[src/rtl/pcs_tb_pkg.sv]
// Shared constants and encodings for the GMII TX frame generator.
// Optional PRBS payload is selected with GMII_GEN_PRBS_EN.
package pcs_tb_pkg;

    localparam logic [2:0] XMIT_CONFIG = 3'b100;
    localparam logic [2:0] XMIT_IDLE   = 3'b010;
    localparam logic [2:0] XMIT_DATA   = 3'b001;

    localparam logic [7:0] PREAMBLE_BYTE = 8'h55;
    localparam logic [7:0] SFD_BYTE      = 8'hD5;
    localparam logic [7:0] ERR_BYTE      = 8'hFF;

    // Taps of x^8+x^6+x^5+x^4+1 on a left-shifting register
    localparam logic [7:0] PRBS_TAPS = 8'hB8;

    typedef enum logic [2:0] {
        ST_IDLE,
        ST_PRE,
        ST_SFD,
        ST_DATA,
        ST_ABORT,
        ST_IPG
    } state_t;

    function automatic int cnt_width(input int a, input int b);
        int m;
        int w;
        m = (a > b) ? a : b;
        w = $clog2(m + 1);
        if (w < 4) w = 4;
        if (w > 8) w = 8;
        return w;
    endfunction

endpackage

[src/rtl/gmii_frame_gen_if.sv]
// Control and GMII signal bundle of the frame generator.
// master = stimulus/controller side, slave = generator side.
interface gmii_frame_gen_if #(
    parameter int LEN_W = 11,
    parameter int CNT_W = 16
);
    logic [2:0]       xmit;
    logic             start;
    logic [LEN_W-1:0] frame_len;
    logic [7:0]       num_frames;
    logic [7:0]       seed;
    logic             err_inject;
    logic [LEN_W-1:0] err_pos;
    logic [7:0]       TXD;
    logic             TX_EN;
    logic             TX_ER;
    logic             busy;
    logic             done;
    logic             reject;
    logic [CNT_W-1:0] frame_count;

    modport master (
        output xmit, start, frame_len, num_frames,
        output seed, err_inject, err_pos,
        input  TXD, TX_EN, TX_ER,
        input  busy, done, reject, frame_count
    );

    modport slave (
        input  xmit, start, frame_len, num_frames,
        input  seed, err_inject, err_pos,
        output TXD, TX_EN, TX_ER,
        output busy, done, reject, frame_count
    );
endinterface

[src/rtl/gmii_payload_src.sv]
// Payload byte source: incrementing counter, or LFSR with GMII_GEN_PRBS_EN.
// o_byte is the next byte to emit; i_advance steps it after use.
module gmii_payload_src
    import pcs_tb_pkg::*;
(
    input  logic       i_clk,
    input  logic       i_rst,
    input  logic       i_load,
    input  logic [7:0] i_seed,
    input  logic       i_advance,
    output logic [7:0] o_byte
);

`ifdef GMII_GEN_PRBS_EN
    logic [7:0] r_lfsr;
    logic       w_fb;

    assign w_fb = ^(r_lfsr & PRBS_TAPS);

    // An all-zero seed would lock the LFSR, so it is replaced by 0xFF
    always_ff @(posedge i_clk or posedge i_rst) begin
        if (i_rst) begin
            r_lfsr <= 8'hFF;
        end else if (i_load) begin
            r_lfsr <= (i_seed == 8'h00) ? 8'hFF : i_seed;
        end else if (i_advance) begin
            r_lfsr <= {r_lfsr[6:0], w_fb};
        end
    end

    assign o_byte = r_lfsr;
`else
    logic [7:0] r_cnt;

    always_ff @(posedge i_clk or posedge i_rst) begin
        if (i_rst) begin
            r_cnt <= 8'h00;
        end else if (i_load) begin
            r_cnt <= i_seed;
        end else if (i_advance) begin
            r_cnt <= r_cnt + 8'd1;
        end
    end

    assign o_byte = r_cnt;
`endif

endmodule

[src/rtl/gmii_frame_gen.sv]
// GMII transmit frame generator: preamble, SFD, payload, IPG bursts.
// Payload source depends on GMII_GEN_PRBS_EN (see gmii_payload_src).
module gmii_frame_gen
    import pcs_tb_pkg::*;
#(
    parameter int PREAMBLE_LEN = 7,
    parameter int IPG_LEN      = 12,
    parameter int LEN_W        = 11,
    parameter int CNT_W        = 16
) (
    input  logic GTX_CLK,
    input  logic mr_main_reset,
    gmii_frame_gen_if.slave bus
);

    localparam int CW = cnt_width(PREAMBLE_LEN, IPG_LEN);
    localparam logic [CW-1:0] PRE_LAST = CW'(PREAMBLE_LEN);
    localparam logic [CW-1:0] IPG_LAST = CW'(IPG_LEN);

    state_t           r_state;
    logic [CW-1:0]    r_cnt;
    logic [LEN_W-1:0] r_byte;
    logic [7:0]       r_left;
    logic [LEN_W-1:0] r_len;
    logic [7:0]       r_seed;
    logic             r_err_en;
    logic [LEN_W-1:0] r_err_pos;
    logic [CNT_W-1:0] r_fc;
    logic [7:0]       r_txd;
    logic             r_en;
    logic             r_er;
    logic             r_busy;
    logic             r_done;
    logic             r_rej;

    state_t           w_state_nxt;
    logic [CW-1:0]    w_cnt_nxt;
    logic [LEN_W-1:0] w_byte_nxt;
    logic [7:0]       w_left_nxt;
    logic [CNT_W-1:0] w_fc_nxt;
    logic [7:0]       w_txd_nxt;
    logic             w_en_nxt;
    logic             w_er_nxt;
    logic             w_done_nxt;
    logic             w_rej_nxt;
    logic             w_latch;
    logic             w_pl_load;
    logic             w_pl_adv;
    logic             w_data;
    logic [7:0]       w_pl_byte;

    assign w_data = (bus.xmit == XMIT_DATA);

    gmii_payload_src u_payload (
        .i_clk     (GTX_CLK),
        .i_rst     (mr_main_reset),
        .i_load    (w_pl_load),
        .i_seed    (r_seed),
        .i_advance (w_pl_adv),
        .o_byte    (w_pl_byte)
    );

    // Outputs are decoded for the state being entered, then registered,
    // so r_state always names the byte currently on TXD.
    always_comb begin
        w_state_nxt = r_state;
        w_cnt_nxt   = r_cnt;
        w_byte_nxt  = r_byte;
        w_left_nxt  = r_left;
        w_fc_nxt    = r_fc;
        w_txd_nxt   = 8'h00;
        w_en_nxt    = 1'b0;
        w_er_nxt    = 1'b0;
        w_done_nxt  = 1'b0;
        w_rej_nxt   = 1'b0;
        w_latch     = 1'b0;
        w_pl_load   = 1'b0;
        w_pl_adv    = 1'b0;

        unique case (r_state)
            ST_IDLE: begin
                if (bus.start) begin
                    if (w_data && (bus.frame_len != '0)) begin
                        w_latch     = 1'b1;
                        w_state_nxt = ST_PRE;
                        w_cnt_nxt   = CW'(1);
                        w_left_nxt  = (bus.num_frames == 8'd0) ?
                                      8'd1 : bus.num_frames;
                        w_txd_nxt   = PREAMBLE_BYTE;
                        w_en_nxt    = 1'b1;
                    end else begin
                        w_rej_nxt = 1'b1;
                    end
                end
            end

            ST_PRE: begin
                if (!w_data) begin
                    w_state_nxt = ST_ABORT;
                end else if (r_cnt == PRE_LAST) begin
                    w_state_nxt = ST_SFD;
                    w_pl_load   = 1'b1;
                    w_txd_nxt   = SFD_BYTE;
                    w_en_nxt    = 1'b1;
                end else begin
                    w_cnt_nxt = r_cnt + CW'(1);
                    w_txd_nxt = PREAMBLE_BYTE;
                    w_en_nxt  = 1'b1;
                end
            end

            ST_SFD: begin
                if (!w_data) begin
                    w_state_nxt = ST_ABORT;
                end else begin
                    w_state_nxt = ST_DATA;
                    w_byte_nxt  = '0;
                    w_pl_adv    = 1'b1;
                    w_txd_nxt   = w_pl_byte;
                    w_en_nxt    = 1'b1;
                    w_er_nxt    = r_err_en && (r_err_pos == '0);
                end
            end

            ST_DATA: begin
                if (!w_data) begin
                    w_state_nxt = ST_ABORT;
                end else if (r_byte == r_len - 1'b1) begin
                    w_state_nxt = ST_IPG;
                    w_cnt_nxt   = CW'(1);
                    w_left_nxt  = r_left - 8'd1;
                    w_fc_nxt    = r_fc + 1'b1;
                end else begin
                    w_byte_nxt = r_byte + 1'b1;
                    w_pl_adv   = 1'b1;
                    w_txd_nxt  = w_pl_byte;
                    w_en_nxt   = 1'b1;
                    w_er_nxt   = r_err_en && (w_byte_nxt == r_err_pos);
                end
            end

            ST_ABORT: begin
                w_state_nxt = ST_IPG;
                w_cnt_nxt   = CW'(1);
                w_left_nxt  = 8'd0;
            end

            ST_IPG: begin
                if (!w_data) begin
                    w_left_nxt = 8'd0;
                end
                if (r_cnt == IPG_LAST) begin
                    if ((r_left != 8'd0) && w_data) begin
                        w_state_nxt = ST_PRE;
                        w_cnt_nxt   = CW'(1);
                        w_txd_nxt   = PREAMBLE_BYTE;
                        w_en_nxt    = 1'b1;
                    end else begin
                        w_state_nxt = ST_IDLE;
                        w_done_nxt  = 1'b1;
                    end
                end else begin
                    w_cnt_nxt = r_cnt + CW'(1);
                end
            end

            default: begin
                w_state_nxt = ST_IDLE;
            end
        endcase

        if (w_state_nxt == ST_ABORT) begin
            w_txd_nxt = ERR_BYTE;
            w_en_nxt  = 1'b1;
            w_er_nxt  = 1'b1;
        end
    end

    always_ff @(posedge GTX_CLK or posedge mr_main_reset) begin
        if (mr_main_reset) begin
            r_state   <= ST_IDLE;
            r_cnt     <= '0;
            r_byte    <= '0;
            r_left    <= 8'd0;
            r_fc      <= '0;
            r_txd     <= 8'h00;
            r_en      <= 1'b0;
            r_er      <= 1'b0;
            r_busy    <= 1'b0;
            r_done    <= 1'b0;
            r_rej     <= 1'b0;
        end else begin
            r_state   <= w_state_nxt;
            r_cnt     <= w_cnt_nxt;
            r_byte    <= w_byte_nxt;
            r_left    <= w_left_nxt;
            r_fc      <= w_fc_nxt;
            r_txd     <= w_txd_nxt;
            r_en      <= w_en_nxt;
            r_er      <= w_er_nxt;
            r_busy    <= (w_state_nxt != ST_IDLE);
            r_done    <= w_done_nxt;
            r_rej     <= w_rej_nxt;
        end
    end

    always_ff @(posedge GTX_CLK or posedge mr_main_reset) begin
        if (mr_main_reset) begin
            r_len     <= '0;
            r_seed    <= 8'h00;
            r_err_en  <= 1'b0;
            r_err_pos <= '0;
        end else if (w_latch) begin
            r_len     <= bus.frame_len;
            r_seed    <= bus.seed;
            r_err_en  <= bus.err_inject;
            r_err_pos <= bus.err_pos;
        end
    end

    assign bus.TXD         = r_txd;
    assign bus.TX_EN       = r_en;
    assign bus.TX_ER       = r_er;
    assign bus.busy        = r_busy;
    assign bus.done        = r_done;
    assign bus.reject      = r_rej;
    assign bus.frame_count = r_fc;

endmodule
[src/flat_wrapper.sv]
// flat-port wrapper written by rule: the top's interface ports become plain ports
module gmii_frame_gen_flat import pcs_tb_pkg::*;
#(
    parameter int PREAMBLE_LEN = 7,
    parameter int IPG_LEN      = 12,
    parameter int LEN_W        = 11,
    parameter int CNT_W        = 16
)
  (GTX_CLK, mr_main_reset, bus_xmit, bus_start, bus_frame_len, bus_num_frames, bus_seed, bus_err_inject, bus_err_pos, bus_TXD, bus_TX_EN, bus_TX_ER, bus_busy, bus_done, bus_reject, bus_frame_count);
  gmii_frame_gen_if #(.LEN_W(LEN_W), .CNT_W(CNT_W)) bus_i ();
  input  logic GTX_CLK;
  input  logic mr_main_reset;
  input wire logic [$bits(bus_i.xmit)-1:0] bus_xmit;
  input wire logic [$bits(bus_i.start)-1:0] bus_start;
  input wire logic [$bits(bus_i.frame_len)-1:0] bus_frame_len;
  input wire logic [$bits(bus_i.num_frames)-1:0] bus_num_frames;
  input wire logic [$bits(bus_i.seed)-1:0] bus_seed;
  input wire logic [$bits(bus_i.err_inject)-1:0] bus_err_inject;
  input wire logic [$bits(bus_i.err_pos)-1:0] bus_err_pos;
  output wire logic [$bits(bus_i.TXD)-1:0] bus_TXD;
  output wire logic [$bits(bus_i.TX_EN)-1:0] bus_TX_EN;
  output wire logic [$bits(bus_i.TX_ER)-1:0] bus_TX_ER;
  output wire logic [$bits(bus_i.busy)-1:0] bus_busy;
  output wire logic [$bits(bus_i.done)-1:0] bus_done;
  output wire logic [$bits(bus_i.reject)-1:0] bus_reject;
  output wire logic [$bits(bus_i.frame_count)-1:0] bus_frame_count;
  assign bus_i.xmit = bus_xmit;
  assign bus_i.start = bus_start;
  assign bus_i.frame_len = bus_frame_len;
  assign bus_i.num_frames = bus_num_frames;
  assign bus_i.seed = bus_seed;
  assign bus_i.err_inject = bus_err_inject;
  assign bus_i.err_pos = bus_err_pos;
  assign bus_TXD = bus_i.TXD;
  assign bus_TX_EN = bus_i.TX_EN;
  assign bus_TX_ER = bus_i.TX_ER;
  assign bus_busy = bus_i.busy;
  assign bus_done = bus_i.done;
  assign bus_reject = bus_i.reject;
  assign bus_frame_count = bus_i.frame_count;
  gmii_frame_gen #(.PREAMBLE_LEN(PREAMBLE_LEN), .IPG_LEN(IPG_LEN), .LEN_W(LEN_W), .CNT_W(CNT_W)) u_core (.GTX_CLK(GTX_CLK), .mr_main_reset(mr_main_reset), .bus(bus_i));
endmodule
[config.mk]
export PLATFORM = sky130hd
export DESIGN_NAME = gmii_frame_gen_flat
export DESIGN_NICKNAME = d
export VERILOG_FILES = /design/src/rtl/pcs_tb_pkg.sv /design/src/rtl/gmii_frame_gen_if.sv /design/src/rtl/gmii_payload_src.sv /design/src/rtl/gmii_frame_gen.sv /design/src/flat_wrapper.sv
export SDC_FILE = /design/constraint.sdc
export NUM_CORES = 1
export LEC_CHECK = 0
export CAP_MARGIN = 10
export CELL_PAD_IN_SITES_DETAIL_PLACEMENT = 1
export CELL_PAD_IN_SITES_GLOBAL_PLACEMENT = 1
export CORE_UTILIZATION = 39
export CTS_BUF_LIST = sky130_fd_sc_hd__clkbuf_16
export CTS_CLUSTER_SIZE = 24
export DETAILED_ROUTE_END_ITERATION = 12
export MAX_ROUTING_LAYER = met4
export PLACE_DENSITY_LB_ADDON = 0.1
export SLEW_MARGIN = 20
export SYNTH_ARGS = -nofsm -noshare
export SYNTH_HDL_FRONTEND = slang
export SYNTH_SLANG_ARGS = --single-unit
[constraint.sdc]
create_clock -name GTX_CLK -period 3.4 [get_ports GTX_CLK]
set_clock_uncertainty 0.2 [all_clocks]
set_input_delay 0.68 -clock GTX_CLK [delete_from_list [all_inputs] [get_ports GTX_CLK]]
set_output_delay 0.68 -clock GTX_CLK [all_outputs]
set_load 0.02 [all_outputs]
==> flow_summary.json <==
{
  "status": "completed",
  "fp.dieW_microns": 117,
  "grt_pass1_wl_microns": 23200,
  "wl_per_cell_microns": 18.2,
  "rows": 41,
  "die_height_microns": 117,
  "ys.flop_type": "dfrtp_1",
  "synth_nets": 556,
  "clkSlewWorstSetupHoldPaths_ns": 0.07,
  "drc": 0,
  "h-tree-depth": 3,
  "cts_buffer_depth": 2,
  "routed-via-count": 4335,
  "slew_headroom_pct": 50.0,
  "power_density_nw_per_um2": 531,
  "synth_cell_types": 64,
  "core_sq_um": 12700,
  "place.port_buffers": 73,
  "yosysSeqAreaShare_pct": 45.9,
  "final_common_cell": "dfrtp_1",
  "path_depth": 10,
  "worstSetupPathType": "register to register",
  "start_kind": "register",
  "n_antenna_cell": 0,
  "final_layout_size_suffix_gt1_share_pct": 17.8,
  "synth_seq_cells": 94,
  "fillers": 1455,
  "gp_congestion": 0.811,
  "yosysWarningCount": 0,
  "critPathLaunch": "u_core.r_len[2]",
  "start_util_pct": 40.3,
  "grt_max_degree": 46,
  "grt_setup_unrepaired": "false",
  "area_growth_syn_to_layout_pct": 28.3,
  "syn-instance-count": 503,
  "ant_nets": 0,
  "vdd_drop_max_uv": 495,
  "finalCritPeriodShare_pct": 96.9,
  "hp-class": "register to register",
  "max_clock_freq_ghz": 0.303,
  "synth_area_sq_um": 5120,
  "cts_buffers": 9,
  "grt_usage_pct": 23.5,
  "pre_cts_slack_ns": 0.0701,
  "nets": 655,
  "min_period_ns": 3.30,
  "antenna_found_initial": 0,
  "fin_ws_ns": 0.104,
  "clockRootBuffer": "clkbuf_16",
  "reg2reg_to": "u_core.r_left[3]",
  "clock-sinks": 94,
  "hold_viol": 0,
  "overflow": 0,
  "cp.buffers_inverters": 3,
  "slew_violations": 0,
  "ff2ff_setup_slack_ns": 0.10,
  "slowest_stage": "or4_4",
  "critPathCaptureType": "register",
  "dieArea_sq_um": 13600,
  "cap_violations": 0,
  "drt_pre_antenna_iters": 4,
  "drtIter0Drc": 176,
  "arrival_ns": 3.37,
  "hold-worst-slack_ns": 0.280,
  "routed_wl_microns": 14200,
  "power_uw": 3490,
  "reg2reg_from": "u_core.r_len[2]",
  "dpl.hpwl_microns": 10700,
  "r2r_cells": 10,
  "cp_data_required_time_ns": 3.47,
  "cp_slowest_stage_delay_ns": 0.51,
  "routed_via_density": 5.56,
  "cts_hold_buf": 0,
  "worstSetupEndpoint": "u_core.r_left[3]",
  "tns_ns": 0,
  "layout_common_cells": "dfrtp_1, clkdlybuf4s50_1, mux2_2, buf_4, nand2_1",
  "clk_latency_ns": 0.36,
  "syn_area_per_cell_sq_um": 10.2,
  "cp_top_family": "simple AND/OR/NAND/NOR gates",
  "critPathMostFrequentCell": "buf_4",
  "ys_async_sr_fraction_pct": 100,
  "path_cells": "or3_1 > or4_4 > a2111oi_4 > o2111ai_2 > buf_4 > nor4_2 > buf_4 > nor2_1 > buf_4 > o211ai_1",
  "worst_pin_slew_ns": 0.745,
  "leakagePower_uw": 0.00279,
  "setup_viol_count_final": 0,
  "synth-edff-count": 0,
  "cp_max_fo": 13,
  "grt_pass1_vias": 4521,
  "io_pins": 74,
  "cts_tree": "yes"
}
[cell type report]
cell class	count	area, sq um	share of cell area, %
well taps	172	215	3.28
multi-input cells	368	2630	40.0
clock buffers	9	225	3.43
flip-flops and latches	94	2350	35.8
clock inverters	7	41.3	0.629
repair buffers	111	1040	15.8
inverters	18	68.8	1.05
[cells in the mapped netlist, types with 4 or more instances]
cell type	n	area, sq um
o2bb2ai_1	8	70.1
nor3_1	15	75.1
o21ai_0	21	105
nand2b_1	5	31.3
nor2_1	22	82.6
xor2_1	13	114
ha_1	8	100
nor4_1	12	75.1
a21oi_1	11	55.1
or3_1	12	75.1
a21o_1	5	37.5
a211oi_1	6	45.0
nand4_1	9	56.3
mux2_2	36	405
o211ai_1	4	30.0
a31oi_1	17	106
dfrtp_1	94	2350
xnor2_1	30	263
clkbuf_1	16	60.1
a221o_1	4	40.0
nand3_1	25	125
nand2_1	34	128
inv_1	16	60.1
nor2b_1	4	25.0
and3_1	9	56.3
[per-stage QoR]
step,instance area (sq um),cells,util (%)
after global placement,6290,762,49.4
final,6570,779,51.6
after detailed placement,6290,762,49.4
after global routing,6570,779,51.6
after CTS,6560,778,51.5
after floorplan,5120,503,-
[flip-flops by register name, summed over array words and instances (netlist names)]
signal / flops
u_core.bus.busy: 1
u_core.r_left: 8
u_core.r_len: 11
u_core.r_err_pos: 11
u_core.bus.TX_EN: 1
u_core.r_state: 3
u_core.bus.TXD: 8
u_core.bus.frame_count: 16
u_core.bus.TX_ER: 1
u_core.u_payload.o_byte: 8
u_core.bus.done: 1
u_core.r_err_en: 1
u_core.r_byte: 11
u_core.r_cnt: 4
u_core.r_seed: 8
u_core.bus.reject: 1
[per-layer routing]
layer	GRT usage [%]	up-vias	routed length, microns
li1	-	2049	-
met1	28.3	2189	6380
met2	39.1	80	7050
met3	6.02	17	542
met4	6.08	0	197
met5	-	-	0
[power by group]
group / internal, uW / switching, uW / total (uW)
combinational: 524 / 565 / 1090
sequential: 1300 / 184 / 1480
clock: 488 / 431 / 920
[worst min-delay path by stage]
| stage | from | endpoint | slack (ns) | cells past startpoint |
|---|---|---|---|---|
| finish | u_core.bus.frame_count[15] | u_core.bus.frame_count[15] | 0.28 | 1 |
| global route | u_core.r_seed[7] | u_core.u_payload.o_byte[7] | 0.32 | 1 |
| CTS | u_core.bus.frame_count[15] | u_core.bus.frame_count[15] | 0.29 | 1 |
| detailed placement | u_core.r_left[6] | u_core.r_left[6] | 0.28 | 1 |
| global placement | u_core.bus.frame_count[15] | u_core.bus.frame_count[15] | 0.26 | 1 |
| floorplan | u_core.r_left[6] | u_core.r_left[6] | 0.25 | 1 |
[cells by family (layout without fill, tap and decap cells)]
kind of cell / Yosys count / after routing / synth area share [%]
flops: 94 / 94 / 45.9
fa+ha+maj: 8 / 8 / 1.95
buf+inv: 41 / 145 / 3.15
mux: 38 / 38 / 8.31
compound gates: 108 / 108 / 15.1
xor+xnor: 43 / 43 / 7.35
simple gates: 171 / 171 / 18.2
[what timing repair did]
item,in CTS,in global routing
endpoints found under the setup margin,0,12
resized for setup,0,1
buffers inserted,0,1
No activity file was read; power rests on OpenSTA's default activity.
